==> src/rtl/matrix_operand_loader.sv <==
// matrix_operand_loader
// Packs a serial stream of eight 32-bit elements into the 128-bit A/B
// operands of matrix_mult, then runs the enable/done handshake with it.
// Optional build macro: MATRIX_LOADER_TIMEOUT_EN adds a RUN-cycle watchdog
// that aborts a frame after TIMEOUT_CYCLES cycles without mult_done.
//
// state    | meaning
// ---------+-----------------------------------------------------------
// ST_LOAD  | accepting words 0..7 of a frame, in_ready high
// ST_SETUP | one cycle of stable operands before enable rises
// ST_RUN   | mult_enable high, waiting for mult_done (or timeout)
module matrix_operand_loader #(
  parameter int TIMEOUT_CYCLES = 16
) (
  input  logic         clock,
  input  logic         reset,
  input  logic         in_valid,
  output logic         in_ready,
  input  logic [31:0]  in_data,
  input  logic         in_last,
  output logic [127:0] mult_A,
  output logic [127:0] mult_B,
  output logic         mult_enable,
  input  logic         mult_done,
  output logic         busy,
  output logic         frame_done,
  output logic         frame_error
);

  typedef enum logic [1:0] {
    ST_LOAD  = 2'd0,
    ST_SETUP = 2'd1,
    ST_RUN   = 2'd2
  } state_t;

  state_t     state;
  state_t     state_nx;
  logic [2:0] word_cnt;
  logic       accept;
  logic       word_is_last_slot;
  logic       last_ok;
  logic       last_bad;
  logic       run_done;
  logic       run_timeout;
  logic       ready_nx;
  logic       enable_nx;
  logic       busy_nx;
  logic       done_nx;
  logic       error_nx;

  if (TIMEOUT_CYCLES < 1 || TIMEOUT_CYCLES > 255) begin : g_bad_timeout
    $error("TIMEOUT_CYCLES must be in 1..255");
  end

  assign accept            = (state == ST_LOAD) && in_valid && in_ready;
  assign word_is_last_slot = (word_cnt == 3'd7);
  assign last_ok           = accept && in_last && word_is_last_slot;
  assign last_bad          = accept && (in_last != word_is_last_slot);
  assign run_done          = (state == ST_RUN) && mult_done;

`ifdef MATRIX_LOADER_TIMEOUT_EN
  logic [7:0] run_cnt;

  // RUN-cycle counter; sits at zero outside RUN so it is clear on entry
  always_ff @(posedge clock or negedge reset) begin
    if (!reset) begin
      run_cnt <= 8'd0;
    end else if (state != ST_RUN) begin
      run_cnt <= 8'd0;
    end else begin
      run_cnt <= run_cnt + 8'd1;
    end
  end

  assign run_timeout = (state == ST_RUN) && !mult_done &&
                       (run_cnt == 8'(TIMEOUT_CYCLES - 1));
`else
  assign run_timeout = 1'b0;
`endif

  // State register
  always_ff @(posedge clock or negedge reset) begin
    if (!reset) begin
      state <= ST_LOAD;
    end else begin
      state <= state_nx;
    end
  end

  // Next-state logic
  always_comb begin
    state_nx = state;
    case (state)
      ST_LOAD:  if (last_ok) state_nx = ST_SETUP;
      ST_SETUP: state_nx = ST_RUN;
      ST_RUN:   if (run_done || run_timeout) state_nx = ST_LOAD;
      default:  state_nx = ST_LOAD;
    endcase
  end

  // Output decode from the upcoming state so every output leaves a flop
  always_comb begin
    ready_nx  = (state_nx == ST_LOAD);
    enable_nx = (state_nx == ST_RUN);
    busy_nx   = (state_nx != ST_LOAD);
    done_nx   = run_done;
    error_nx  = last_bad || run_timeout;
  end

  // Registered control outputs
  always_ff @(posedge clock or negedge reset) begin
    if (!reset) begin
      in_ready    <= 1'b0;
      mult_enable <= 1'b0;
      busy        <= 1'b0;
      frame_done  <= 1'b0;
      frame_error <= 1'b0;
    end else begin
      in_ready    <= ready_nx;
      mult_enable <= enable_nx;
      busy        <= busy_nx;
      frame_done  <= done_nx;
      frame_error <= error_nx;
    end
  end

  // Word counter; any in_last or slot 7 closes the frame, good or bad
  always_ff @(posedge clock or negedge reset) begin
    if (!reset) begin
      word_cnt <= 3'd0;
    end else if (accept) begin
      word_cnt <= (in_last || word_is_last_slot) ? 3'd0 : word_cnt + 3'd1;
    end
  end

  // Operand slots; written only on accepted words, otherwise held
  always_ff @(posedge clock or negedge reset) begin
    if (!reset) begin
      mult_A <= '0;
      mult_B <= '0;
    end else if (accept) begin
      if (!word_cnt[2]) begin
        mult_A[{word_cnt[1:0], 5'd0} +: 32] <= in_data;
      end else begin
        mult_B[{word_cnt[1:0], 5'd0} +: 32] <= in_data;
      end
    end
  end

endmodule

==> config.mk <==
export PLATFORM = sky130hd
export DESIGN_NAME = matrix_operand_loader
export DESIGN_NICKNAME = d
export VERILOG_FILES = /design/src/rtl/matrix_operand_loader.sv
export SDC_FILE = /design/constraint.sdc
export NUM_CORES = 1
export LEC_CHECK = 0
export CORE_MARGIN = 2
export CORE_UTILIZATION = 50
export DETAILED_ROUTE_END_ITERATION = 7
export DONT_BUFFER_PORTS = 1
export GPL_ROUTABILITY_DRIVEN = 0
export GPL_TIMING_DRIVEN = 1
export PLACE_DENSITY = 0.68
export REMOVE_ABC_BUFFERS = 1
export SLEW_MARGIN = 15
export SYNTH_ARGS = -nofsm -noshare
export SYNTH_HDL_FRONTEND = slang
export SYNTH_SLANG_ARGS = --single-unit
==> constraint.sdc <==
create_clock -name clock -period 1.8 [get_ports clock]
set_input_delay 0.27 -clock clock [delete_from_list [all_inputs] [get_ports clock]]
set_output_delay 0.27 -clock clock [all_outputs]
set_load 0.01 [all_outputs]
==> results.json, run 1 <==
{
  "power_frac_comb": 0.139,
  "via_per_inst": 5.84,
  "async_flop_share": 1.00,
  "synth_cells": 703,
  "post-route-period-util": 1.02,
  "synth_flop_cell": "dfrtp_1",
  "hp-class": "in2async",
  "synth_top_cell_by_area": "dfrtp_1",
  "final_hold_viol_count": 266,
  "yosys-top-cells-count": "266 x dfrtp_1, 174 x mux2_2, 97 x and2_1",
  "route.vias.total": 6305,
  "internal_power_uw": 11900,
  "finalMaxSlewViolations": 0,
  "numClockSinks": 266,
  "synth_area_um2": 10600,
  "fp-row-count": 53,
  "fin_setup_tns_ns": -0.371,
  "area_growth_pct": 20.7,
  "grt_usage": 0.251,
  "wirelength_um": 29000,
  "grt_setup_unrepaired": "true",
  "synth_top_area_frac": 0.626,
  "place_ws_ns": -0.114,
  "dr.pass1.iters": 4,
  "grt_pass1_vias": 6887,
  "maxCapViolCount": 0,
  "power_frac_seq": 0.521,
  "power.switching_uw": 4790,
  "synth-seq-cells": 266,
  "clkTransAtPathRegs_ns": 0.06,
  "relSlewSlack": 0.631,
  "drtAntennaViolNets": 0,
  "status": "finished, violations left",
  "pin_count": 298,
  "setup_ws_ns": -0.0309,
  "ys_warn_count": 0,
  "skew_ns": 0.0100,
  "die_h_um": 150,
  "holdWs_ns": -0.569,
  "antenna_found_initial": 0,
  "cts_tree": "done",
  "critPathArrivalTime_ns": 2.24,
  "cp_max_fo": 8,
  "path_cells": "inv_2 > ha_4 > buf_4 > nor3b_4 > buf_6 > clkbuf_16 > and2_4 > mux2_2",
  "initial_core_util": 0.507,
  "worstPathRequired_ns": 2.21,
  "coreArea_um2": 21000,
  "ys_types": 25,
  "port_buffers": 0,
  "cp_top_family": "buffers and inverters",
  "worst_path_largest_cell_delay_ns": 0.40,
  "critPathSlowestCell": "dfrtp_1",
  "p_sw_frac": 0.287,
  "leakagePower_uw": 0.00640,
  "p_clk_frac": 0.340,
  "synth.most_common_cell": "dfrtp_1",
  "synth_area_leaders": "dfrtp_1 63%, mux2_2 18%, and2_1 5.7%",
  "worst_slew_pin_slew_ns": 0.554,
  "critPathLaunchType": "register",
  "wl_per_cell_um": 26.9,
  "violations": "hold timing, setup timing",
  "cts_buffer_depth": 3,
  "syn_avg_cell_area_um2": 15.1,
  "critical_path.endpoint_type": "register",
  "diodes": 0,
  "rrSetupSlack_ns": -0.03,
  "setup_viol": 34,
  "die_w_um": 150,
  "ys_seq_area_frac": 0.626,
  "period_needed_ns": 1.83,
  "fmax_mhz": 546,
  "final_core_util": 0.612,
  "clk_latency_ns": 0.52,
  "cts_root_buf": "clkbuf_16",
  "cts_buffers": 27,
  "critPathBufInv": 4,
  "grt_overflow": 0,
  "synth_edf_count": 0,
  "drcViolationCount": 0,
  "grt_pass1_wl_um": 42600,
  "drive_gt1_frac": 0.405,
  "drtIter0Drc": 248,
  "critPathKind": "reg2reg",
  "grt_max_degree": 267,
  "powerDensity_nw_per_um2": 1300,
  "dieArea_um2": 22400,
  "fin_nets": 827,
  "ctsHtreeMaxLevel": 1,
  "peakVddDrop_mv": 0.807,
  "dp_hpwl_um": 18900
}
==> logic make-up (layout without fill, tap and decap cells) <==
family          Yosys count  count (layout)  share of synthesized area
simple gates            122             122                     0.0750
compound gates           67              67                     0.0542
buf+inv                  48             150                     0.0301
mux                     194             194                      0.207
fa+ha+maj                 6               6                    0.00706
flops                   266             266                      0.626
==> cell usage in the layout (no fill, tap or decap), types with 3 or more instances in the layout <==
cell type,Yosys,layout
clkbuf_16,0,29
o21ai_0,3,3
mux2_1,15,15
buf_12,0,14
clkbuf_8,0,5
mux2_4,5,6
buf_6,16,15
buf_4,0,26
clkbuf_1,11,6
mux2_2,174,173
and2_1,97,74
clkinv_2,0,7
ha_2,0,3
bufinv_16,0,3
a22o_1,64,64
dfrtp_1,266,266
nand3_2,0,3
inv_1,5,3
dlygate4sd3_1,0,36
and2_4,0,23
and3_4,0,3
==> per-layer routing <==
layer	part of all wire	wire length [um]	up-vias	global-route usage
li1	-	-	2639	-
met5	0	0	-	0
met1	0.37	10700	3328	0.298
met3	0.11	3330	45	0.100
met2	0.49	14300	293	0.430
met4	0.023	678	0	0.0623
==> power groups by stage <==
stage          clock network [uW]  logic [uW]  registers, uW
4_1_cts                      5780        2180           8700
6_report                     5680        2330           8690
3_3_place_gp                    0        1860           8760
3_5_place_dp                    0        2000           8780
5_1_grt                      6010        2500           8810
2_1_floorplan                   0        1390           8300
==> flip-flops by register name (all words and copies together) (netlist names), 2 cells and up <==
register	count
mult_A	128
mult_B	128
word_cnt	3
state	2
==> path summary, 6_finish.rpt <==
path	startpoint	end	cells after the start
max	word_cnt[0]	mult_B[79]	8
min reg2reg	mult_B[126]	mult_B[126]	1
min	reset	mult_B[40]	0
max in group asynchronous	reset	mult_B[109]	0
min in group clock	in_data[7]	mult_A[71]	2
max reg2reg	word_cnt[0]	mult_B[79]	8
==> area by class of cell <==
cell class / instances / area [um2]
multi-input combinational: 389 / 3800
sequential: 266 / 6660
inverter: 5 / 18.8
timing repair buffer: 95 / 1100
clock inverter: 12 / 143
fill: 1582 / 8130
tap: 275 / 344
clock buffer: 38 / 767
==> what timing repair did <==
item / CTS / global route
hold buffers: 34 / 2
pin swaps: 9 / 3
setup buffers: 4 / 8
cloned: 1 / 3
setup endpoints to repair: 213 / 176
endpoints found under the hold margin: 335 / 268
gates resized for setup: 12 / 46
==> through the flow <==
step | instance area, um2 | instances | total power [uW]
after floorplan | 10300 | 660 | 9700
after global placement | 11200 | 981 | 10600
after detailed placement | 11200 | 981 | 10800
after CTS | 12600 | 1069 | 16700
after global routing | 12800 | 1080 | 17300
final | 12800 | 1080 | 16700
Power figures use the tool's default switching activity.
==> run 2: changes to the inputs <==
Settings changed: CTS_BUF_LIST set to sky130_fd_sc_hd__clkbuf_16.
==> run 2 against run 1 <==
Compared with the run above:
- the run still ends with hold timing, setup timing left
- critical endpoint is now mult_A[10]
- largest cell class unchanged
- critical path depth did not move
- highest routed layer unchanged
- count of clock-buffer cells in the layout fell by 11
- global-route usage rose by 0.11 points
- sequential share of layout area fell by 0.37 points
- die area did not move
==> results.json, run 2 (same netlist as run 1, synthesis figures left out) <==
{
  "drive_gt1_frac": 0.432,
  "dr_wl_met2_um": 14700,
  "hp-class": "in2async",
  "grt_setup_unrepaired": "true",
  "timing.rr.start": "word_cnt[0]",
  "met3_length_um": 3160,
  "route.vias.total": 6339,
  "critPathArrivalTime_ns": 2.33,
  "period_needed_ns": 1.87,
  "post-route-period-util": 1.04,
  "coreArea_um2": 21000,
  "critical_path.endpoint_type": "register",
  "endpoint": "mult_A[10]",
  "mostFrequentLayoutCell": "dfrtp_1",
  "cp-startpoint": "word_cnt[0]",
  "ctsHtreeMaxLevel": 1,
  "rrSetupSlack_ns": -0.07,
  "leakagePower_uw": 0.00647,
  "grt_overflow": 0,
  "skew_ns": 0.00782,
  "port_buffers": 0,
  "drtIter0Drc": 267,
  "cts_buffers": 27,
  "die_w_um": 150,
  "grt_pass1_wl_um": 42700,
  "status": "finished, violations left",
  "setup_viol": 66,
  "holdWs_ns": -0.564,
  "wirelength_um": 29700,
  "cts_root_buf": "clkbuf_16",
  "worstPathRequired_ns": 2.26,
  "via_per_inst": 5.86,
  "grt_usage": 0.253,
  "fin_nets": 829,
  "die_h_um": 150,
  "dr.pass1.iters": 4,
  "clkTransAtPathRegs_ns": 0.06,
  "top_layer": "met4",
  "initial_core_util": 0.507,
  "drcViolationCount": 0,
  "maxCapViolCount": 0,
  "reg_top3": "mult_A (128), mult_B (128), word_cnt (3)",
  "dieArea_um2": 22400,
  "wl_met1_um": 11100,
  "cp_common_cell": "buf_6",
  "relSlewSlack": 0.607,
  "worst_slew_pin_slew_ns": 0.590,
  "powerDensity_nw_per_um2": 1280,
  "drtAntennaViolNets": 0,
  "diodes": 0,
  "grt_max_degree": 267,
  "antenna_found_initial": 0,
  "final_core_util": 0.617,
  "r2r-end": "mult_A[10]",
  "post-place-cells": 981,
  "cts_tree": "done",
  "final_hold_viol_count": 266,
  "fp-row-count": 53,
  "critPathKind": "reg2reg",
  "area_growth_pct": 21.6,
  "path_cells": "inv_2 > ha_4 > or3b_4 > nor3_4 > buf_12 > buf_6 > buf_6 > a22o_1",
  "wl_per_cell_um": 27.4,
  "fmax_mhz": 535,
  "numClockSinks": 266,
  "fin_cells": 1082,
  "pin_count": 298,
  "cp_max_fo": 5,
  "clk_latency_ns": 0.52,
  "place_ws_ns": -0.114,
  "setup_ws_ns": -0.0692,
  "reg2reg_depth": 8,
  "worst_path_largest_cell_delay_ns": 0.43,
  "violations": "hold timing, setup timing",
  "cts_buffer_depth": 3,
  "dp_hpwl_um": 18900,
  "critPathSlowestCell": "or3b_4",
  "final_cell_mix": "266 x dfrtp_1, 163 x mux2_2, 64 x a22o_1",
  "finalMaxSlewViolations": 0,
  "grt_pass1_vias": 6940,
  "critPathLaunchType": "register",
  "peakVddDrop_mv": 0.805
}
==> run 2: routing by layer <==
metal / track usage / up-vias
met3: 0.101 / 48
met1: 0.298 / 3366
li1: - / 2640
met4: 0.0670 / 0
met5: 0 / -
met2: 0.431 / 285
==> run 2: layout make-up <==
class                   count  area (um2)
fillers                  1574        8030
flip-flops and latches    266        6660
multi-input cells         389        3900
repair buffers             97        1140
clock buffers              27         676
well taps                 275         344
clock inverters            23         184
inverters                   5        18.8
==> run 2: how the worst min path moves through the flow <==
| stage | end | slack (ns) | startpoint | cells past startpoint |
|---|---|---|---|---|
| 3_5_place_dp | mult_B[40] | -0.02 | reset | 0 |
| 6_report | mult_B[40] | -0.56 | reset | 0 |
| 3_3_place_gp | mult_B[40] | -0.02 | reset | 0 |
| 2_1_floorplan | busy | -0.03 | reset | 0 |
| 4_1_cts | mult_B[36] | -0.58 | reset | 0 |
| 5_1_grt | mult_A[40] | -0.58 | reset | 0 |
==> run 2: where the power goes <==
group / switching (uW) / leakage [uW] / internal, uW
clock: 2270 / 0.000451 / 3150
sequential: 1600 / 0.00362 / 7110
combinational: 947 / 0.00240 / 1440
total: 4820 / 0.00647 / 11700
==> run 2: critical path: cells and delay by family, from the launching register on <==
| kind | cells | cell delay, ns |
|---|---|---|
| fa+ha+maj | 1 | 0.21 |
| simple gates | 2 | 0.60 |
| compound gates | 1 | 0.14 |
| buf+inv | 4 | 0.44 |
| flops | 1 | 0.40 |
==> run 2: through the flow <==
step                cell area [um2]  setup TNS (ns)  power (uW)  hold WS (ns)
floorplan                     10300         -171.77        9700       -0.0256
global placement              11200           -3.22       10600       -0.0207
detailed placement            11200           -8.28       10800       -0.0221
CTS                           12500           -2.05       16400        -0.577
global route                  12900           -5.07       17100        -0.580
finish                        12900           -1.47       16500        -0.564
==> run 2: timing repair <==
action | CTS | global route
cloned | 2 | 5
hold endpoints to repair | 335 | 267
resized for setup | 12 | 91
setup buffers | 5 | 8
endpoints found under the setup margin | 213 | 183
pin swaps | 2 | 30
hold buffers | 34 | 1
